--- config.mk ---
export PLATFORM = sky130hd
export DESIGN_NAME = secded_channel
export DESIGN_NICKNAME = d
export VERILOG_FILES = /design/src/rtl/secded_pkg.sv /design/src/rtl/secded_syndrome.sv /design/src/rtl/secded_channel.sv
export SDC_FILE = /design/constraint.sdc
export NUM_CORES = 1
export LEC_CHECK = 0
export ABC_AREA = 1
export CAP_MARGIN = 20
export CORE_UTILIZATION = 48
export DETAILED_ROUTE_END_ITERATION = 8
export GPL_TIMING_DRIVEN = 0
export PLACE_DENSITY_LB_ADDON = 0.05
export SLEW_MARGIN = 40
export SYNTH_ARGS = -nofsm -noshare
export SYNTH_HDL_FRONTEND = slang
export SYNTH_SLANG_ARGS = --single-unit
--- constraint.sdc ---
create_clock -name clk -period 1.5 [get_ports clk]
set_input_delay 0.225 -clock clk [delete_from_list [all_inputs] [get_ports clk]]
set_output_delay 0.225 -clock clk [all_outputs]
set_load 0.02 [all_outputs]
--- src/rtl/secded_pkg.sv ---
// secded_pkg
//   Shared types and elaboration-time helpers for the SECDED channel.
//   secded_pw : number of Hamming parity bits for a given data width
//   is_pow2   : true when a codeword position holds a Hamming parity bit
//   data_pos  : codeword position of data bit i (data fills non-parity
//               positions in ascending order, starting at position 3)
package secded_pkg;

  typedef enum logic [1:0] {
    CLS_CLEAN  = 2'd0,
    CLS_SINGLE = 2'd1,
    CLS_DOUBLE = 2'd2
  } secded_cls_e;

  function automatic bit is_pow2(input int unsigned pos);
    return (pos != 0) && ((pos & (pos - 1)) == 0);
  endfunction

  // Smallest p with 2^p >= data_w + p + 1.
  function automatic int unsigned secded_pw(input int unsigned data_w);
    int unsigned pw;
    pw = 0;
    for (int unsigned p = 1; p <= 8; p++) begin
      if ((pw == 0) && ((32'd1 << p) >= (data_w + p + 1))) pw = p;
    end
    return pw;
  endfunction

  // Position 0 and powers of two are parity; every other position, in
  // ascending order, carries the next data bit.
  function automatic int unsigned data_pos(input int unsigned i,
                                           input int unsigned data_w);
    int unsigned cnt;
    int unsigned res;
    cnt = 0;
    res = 0;
    for (int unsigned pos = 1; pos < 128; pos++) begin
      if (!is_pow2(pos)) begin
        if ((cnt == i) && (cnt < data_w)) res = pos;
        cnt++;
      end
    end
    return res;
  endfunction

endpackage

--- src/rtl/secded_syndrome.sv ---
// secded_syndrome
//   Combinational syndrome / overall-parity check of a received codeword.
//   cw_i  : received codeword, CW_W bits (position 0 = overall parity)
//   syn_o : XOR of the indices of all set bits in positions 1..CW_W-1
//   ov_o  : XOR of every codeword bit
module secded_syndrome #(
  parameter int unsigned CW_W = 13,
  parameter int unsigned P_W  = 4
) (
  input  logic [CW_W-1:0] cw_i,
  output logic [P_W-1:0]  syn_o,
  output logic            ov_o
);

  always_comb begin
    syn_o = '0;
    for (int unsigned pos = 1; pos < CW_W; pos++) begin
      if (cw_i[P_W'(pos)]) syn_o = syn_o ^ P_W'(pos);
    end
  end

  assign ov_o = ^cw_i;

endmodule

--- src/rtl/secded_channel.sv ---
// secded_channel
//   Three-stage pipelined SECDED Hamming channel with per-word error
//   injection, valid/ready streaming and saturating error counters.
//   S1: encode + XOR inj_mask, S2: syndrome/overall parity, S3: correct.
//   Ports:
//     clk, rst_n                       clock, synchronous active-low reset
//     in_valid/in_ready/in_data        input stream (in_ready is combinational
//                                      from out_ready through the stall chain)
//     inj_mask                         CW_W-bit flip mask, taken with the word
//     out_valid/out_ready              output handshake
//     out_data/out_single/out_double/  corrected data, flags and syndrome
//     out_syndrome
//     cnt_clear                        clears both counters (wins over +1)
//     corr_count/uncorr_count          saturating counts of delivered
//                                      single / double words
module secded_channel
  import secded_pkg::*;
#(
  parameter  int unsigned DATA_W = 8,
  parameter  int unsigned CNT_W  = 16,
  localparam int unsigned P_W    = secded_pw(DATA_W),
  localparam int unsigned CW_W   = DATA_W + P_W + 1
) (
  input  logic              clk,
  input  logic              rst_n,
  input  logic              in_valid,
  output logic              in_ready,
  input  logic [DATA_W-1:0] in_data,
  input  logic [CW_W-1:0]   inj_mask,
  output logic              out_valid,
  input  logic              out_ready,
  output logic [DATA_W-1:0] out_data,
  output logic              out_single,
  output logic              out_double,
  output logic [P_W-1:0]    out_syndrome,
  input  logic              cnt_clear,
  output logic [CNT_W-1:0]  corr_count,
  output logic [CNT_W-1:0]  uncorr_count
);

  logic              v1_q, v2_q, v3_q;
  logic              adv1, adv2, adv3;
  logic              out_hs;

  logic [CW_W-1:0]   enc_cw;
  logic [CW_W-1:0]   cw1_q;
  logic [DATA_W-1:0] raw1;
  logic [P_W-1:0]    syn1;
  logic              ov1;

  logic [DATA_W-1:0] raw2_q;
  logic [P_W-1:0]    syn2_q;
  logic              ov2_q;

  secded_cls_e       cls;
  logic [DATA_W-1:0] dec_data;

  logic [DATA_W-1:0] data_q;
  logic              single_q, double_q;
  logic [P_W-1:0]    syn3_q;

  logic [CNT_W-1:0]  corr_q, corr_d;
  logic [CNT_W-1:0]  uncorr_q, uncorr_d;

  // Stall chain: a stage moves when empty or when its successor moves.
  assign adv3     = !v3_q || out_ready;
  assign adv2     = !v2_q || adv3;
  assign adv1     = !v1_q || adv2;
  assign in_ready = adv1;
  assign out_hs   = v3_q && out_ready;

  // ---------------- S1: encode and inject ----------------
  always_comb begin
    logic [CW_W-1:0] cw;
    logic            par;
    cw  = '0;
    par = 1'b0;
    for (int unsigned i = 0; i < DATA_W; i++) begin
      cw[P_W'(data_pos(i, DATA_W))] = in_data[i];
    end
    for (int unsigned k = 0; k < P_W; k++) begin
      par = 1'b0;
      for (int unsigned pos = 3; pos < CW_W; pos++) begin
        if (!is_pow2(pos) && (((pos >> k) & 1) == 1)) par = par ^ cw[P_W'(pos)];
      end
      cw[P_W'(1 << k)] = par;
    end
    cw[0]  = ^cw[CW_W-1:1];
    enc_cw = cw;
  end

  always_ff @(posedge clk) begin
    if (!rst_n)    v1_q <= 1'b0;
    else if (adv1) v1_q <= in_valid;
  end

  always_ff @(posedge clk) begin
    if (adv1) cw1_q <= enc_cw ^ inj_mask;
  end

  // ---------------- S2: syndrome ----------------
  secded_syndrome #(
    .CW_W (CW_W),
    .P_W  (P_W)
  ) u_syndrome (
    .cw_i  (cw1_q),
    .syn_o (syn1),
    .ov_o  (ov1)
  );

  // Parity positions are fully consumed by the syndrome, so only the data
  // positions of the received codeword travel on into S2.
  always_comb begin
    raw1 = '0;
    for (int unsigned i = 0; i < DATA_W; i++) begin
      raw1[i] = cw1_q[P_W'(data_pos(i, DATA_W))];
    end
  end

  always_ff @(posedge clk) begin
    if (!rst_n)    v2_q <= 1'b0;
    else if (adv2) v2_q <= v1_q;
  end

  always_ff @(posedge clk) begin
    if (adv2) begin
      raw2_q <= raw1;
      syn2_q <= syn1;
      ov2_q  <= ov1;
    end
  end

  // ---------------- S3: classify and correct ----------------
  // Flipping codeword position s then extracting is equivalent to flipping
  // the data bit whose position equals s; s=0 or a parity position leaves
  // the data untouched.
  always_comb begin
    cls = CLS_DOUBLE;
    if (syn2_q == '0)                         cls = ov2_q ? CLS_SINGLE : CLS_CLEAN;
    else if (ov2_q && (32'(syn2_q) < CW_W))   cls = CLS_SINGLE;

    dec_data = raw2_q;
    if (cls == CLS_SINGLE) begin
      for (int unsigned i = 0; i < DATA_W; i++) begin
        if (syn2_q == P_W'(data_pos(i, DATA_W))) dec_data[i] = ~raw2_q[i];
      end
    end
  end

  always_ff @(posedge clk) begin
    if (!rst_n) begin
      v3_q     <= 1'b0;
      data_q   <= '0;
      single_q <= 1'b0;
      double_q <= 1'b0;
      syn3_q   <= '0;
    end else if (adv3) begin
      v3_q <= v2_q;
      if (v2_q) begin
        data_q   <= dec_data;
        single_q <= (cls == CLS_SINGLE);
        double_q <= (cls == CLS_DOUBLE);
        syn3_q   <= syn2_q;
      end
    end
  end

  assign out_valid    = v3_q;
  assign out_data     = data_q;
  assign out_single   = single_q;
  assign out_double   = double_q;
  assign out_syndrome = syn3_q;

  // ---------------- error counters ----------------
  always_comb begin
    corr_d   = corr_q;
    uncorr_d = uncorr_q;
    if (cnt_clear) begin
      corr_d   = '0;
      uncorr_d = '0;
    end else if (out_hs) begin
      if (single_q && (corr_q != '1))   corr_d   = corr_q + CNT_W'(1);
      if (double_q && (uncorr_q != '1)) uncorr_d = uncorr_q + CNT_W'(1);
    end
  end

  always_ff @(posedge clk) begin
    if (!rst_n) begin
      corr_q   <= '0;
      uncorr_q <= '0;
    end else begin
      corr_q   <= corr_d;
      uncorr_q <= uncorr_d;
    end
  end

  assign corr_count   = corr_q;
  assign uncorr_count = uncorr_q;

endmodule

==> impl_metrics.tcl <==
set metrics [dict create \
    worstSetupPathType "in -> out" \
    nets 676 \
    fin_ws_ns -0.0319 \
    die_y_microns 94.5 \
    ys_top_cells_by_count "nand2_1 (161), nor2_1 (64), inv_1 (57)" \
    ys_types 30 \
    p_leak_uw 0.00237 \
    internal_power_uw 3630 \
    routed-via-count 3754 \
    hold_buffers 0 \
    cp.arrival_ns 1.31 \
    synth_top_area_cell "dfxtp_1" \
    syn_inst 543 \
    min_period_over_period 1.02 \
    io_pins 74 \
    placed_cells 720 \
    p_sw_uw 1570 \
    synthesis.area_sq_um 4110 \
    antenna_found_initial 0 \
    area_growth_pct 33.8 \
    synth_top_area_share 0.239 \
    grt_pass1_vias 3370 \
    rsz0062_at_grt "true" \
    relSlewSlack 0.691 \
    min_path_cells 2 \
    clock_latency_ns 0.35 \
    startpoint_type "input pin" \
    seqPwrFrac 0.478 \
    die-area_sq_um 8930 \
    htreeDepth 3 \
    skew_ns 0.0106 \
    setup_viol 3 \
    overflow 0 \
    final_layout_size_suffix_gt1_frac 0.181 \
    worst_slew_pin_slew_ns 0.463 \
    start_util 0.498 \
    powerDensity_nw_per_um2 946 \
    min-delay-start "in_data[0]" \
    worstReg2RegStart "uncorr_count[0]" \
    min_to "cw1_q[3]" \
    ff2ff_path_depth 9 \
    synth.most_common_cell "nand2_1" \
    synth_flop_cell "dfxtp_1" \
    n_antenna_cell 0 \
    vdd_drop_max_uv 446 \
    avgViaCountPerCell 4.95 \
    status "finished with violations" \
    switching_share 0.302 \
    detail_route.wl_per_cell_microns 12.3 \
    synth-seq-cells 75 \
    path_clk_slew_ns 0.07 \
    yosys_warnings 0 \
    drt_iter0_drc 58 \
    crit-reg2reg-capture "uncorr_count[11]" \
    finalWirelength_microns 9300 \
    ctsRootBufferMaster "clkbuf_8" \
    first_pass_iters 4 \
    gp_congestion 0.855 \
    num-fill-cells 734 \
    seq_area_frac_synth 0.429 \
    core_sq_um 8260 \
    syn_nets 571 \
    fin_cells 758 \
    crit_fanout 15 \
    portBuffers 72 \
    reg2reg_slack_ns -0.01 \
    grt_usage 0.218 \
    finalSetupTns_ns -0.0481 \
    drc 0 \
    synth_edf_count 26 \
    synth.area.top_cells "dfxtp_1 (24%), edfxtp_1 (19%), nand2_1 (15%), xnor2_1 (6.8%), xor2_1 (6.0%)" \
    required_ns 1.27 \
    cts.sinks 75 \
    die_x_microns 94.5 \
    timing.fmax_ghz 0.653 \
    grt_pass1_wl_microns 15100 \
    fin_crit_ns 1.53 \
    fp-row-count 33 \
    hold_viol 0 \
    grt_max_degree 16 \
    syn_area_per_cell_sq_um 7.57 \
    dpl.hpwl_microns 6480 \
    slew_violations 0 \
    cp-end-kind "output pin" \
    clk_path_buf_depth 2 \
    power_uw 5200 \
    cts_tree "built" \
    cts_buffers 9 \
    combPwrFrac 0.212 \
    clock_power_share 0.310 \
    ys_async_sr_fraction 0 \
    violations "negative setup slack" \
    max_cap_violations 0 \
    hold_path.class "in -> reg" \
    postRouteAntennaNets 0 \
]
worst max path at each step:
stage,from,end,cells after the start
2_1_floorplan,corr_count[1],corr_count[1],9
3_3_place_gp,rst_n,corr_count[14],6
3_5_place_dp,rst_n,uncorr_count[6],6
4_1_cts,out_valid,in_ready,4
5_1_grt,out_ready,in_ready,6
6_report,out_ready,in_ready,6
per-stage QoR:
| step | hold slack (ns) | utilization | instance area [sq um] | setup slack (ns) |
|---|---|---|---|---|
| floorplan | 0.324 | - | 4150 | 0.00128 |
| global placement | 0.449 | 0.605 | 5000 | -0.958 |
| detailed placement | 0.453 | 0.605 | 5000 | -0.987 |
| CTS | 0.287 | 0.637 | 5260 | -0.157 |
| global route | 0.293 | 0.666 | 5500 | -0.107 |
| finish | 0.293 | 0.666 | 5500 | -0.0319 |
kinds of logic (layout without fill, tap and decap cells):
logic type / count (synthesis) / in the layout / synth area share
flip-flops: 75 / 75 / 0.429
buffers and inverters: 66 / 176 / 0.0667
AND/OR/NAND/NOR: 280 / 280 / 0.292
XOR/XNOR: 60 / 60 / 0.128
adder cells (fa/ha/maj): 2 / 2 / 0.00609
AO/OA/AOI/OAI: 60 / 60 / 0.0789
layer usage:
layer	routed length [microns]	global-route usage	vias up	share of wire
met1	4230	0.276	1710	0.45
met2	4450	0.368	94	0.48
li1	-	-	1933	-
met4	190	0.0758	0	0.020
met5	0	0	-	0
met3	432	0.0443	17	0.046
worst max-delay path, stage by stage:
cell and delay [ns]:
clkdlybuf4s50_1 0.44, inv_1 0.08, nand2_2 0.08, nor2_4 0.19, nand2_8 0.12, buf_6 0.16
cell usage in the layout (no fill, tap or decap), types with 2 or more instances in the layout:
cell | synthesis | layout
a21oi_1 | 30 | 28
clkbuf_4 | 0 | 2
inv_1 | 57 | 55
nand3b_1 | 3 | 3
dfxtp_1 | 49 | 25
xnor2_1 | 32 | 29
dfxtp_4 | 0 | 4
nand2_2 | 5 | 9
a21oi_2 | 5 | 6
nor2_1 | 64 | 53
o21ai_0 | 22 | 21
dfxtp_2 | 0 | 20
buf_6 | 1 | 4
clkbuf_8 | 0 | 10
clkbuf_1 | 3 | 2
edfxtp_1 | 26 | 26
nand2_1 | 161 | 155
nand4_1 | 9 | 9
nor2_2 | 1 | 6
xnor2_2 | 0 | 3
clkdlybuf4s50_1 | 0 | 24
inv_2 | 0 | 2
buf_4 | 1 | 22
nor3_1 | 2 | 2
xor2_1 | 28 | 27
ha_4 | 0 | 2
nand2_4 | 2 | 3
buf_2 | 3 | 2
dlygate4sd2_1 | 0 | 47
nor2_4 | 3 | 9
nand3_1 | 27 | 26
power by group through the flow:
stage	registers, uW	clock network, uW	logic (uW)
after floorplan	2510	0	699
after global placement	2510	0	961
after detailed placement	2520	0	990
after CTS	2470	1640	990
after global routing	2510	1740	1240
final	2480	1610	1100
timing repair:
item                                   CTS  global route
buffers inserted                         6            17
pin swaps                                5            19
setup endpoints to repair               81            48
endpoints found under the hold margin    0             0
gates resized for setup                 69            53
area by class of cell:
class,count,area (sq um),area share
multi-input cells,402,2250,0.410
flip-flops and latches,75,1800,0.328
repair buffers,95,840,0.153
inverters,57,214,0.0389
clock buffers,11,141,0.0257
well taps,105,131,0.0239
clock inverters,5,60.1,0.0109
plain buffers,8,56.3,0.0102
registers in the layout (all words and copies together), names as in the netlist, 4 cells and up:
| register | count |
|---|---|
| raw2_q | 8 |
| out_syndrome | 4 |
| corr_count | 16 |
| uncorr_count | 16 |
| syn2_q | 4 |
| cw1_q | 13 |
| out_data | 8 |
No activity file was read; power rests on OpenSTA's default activity.
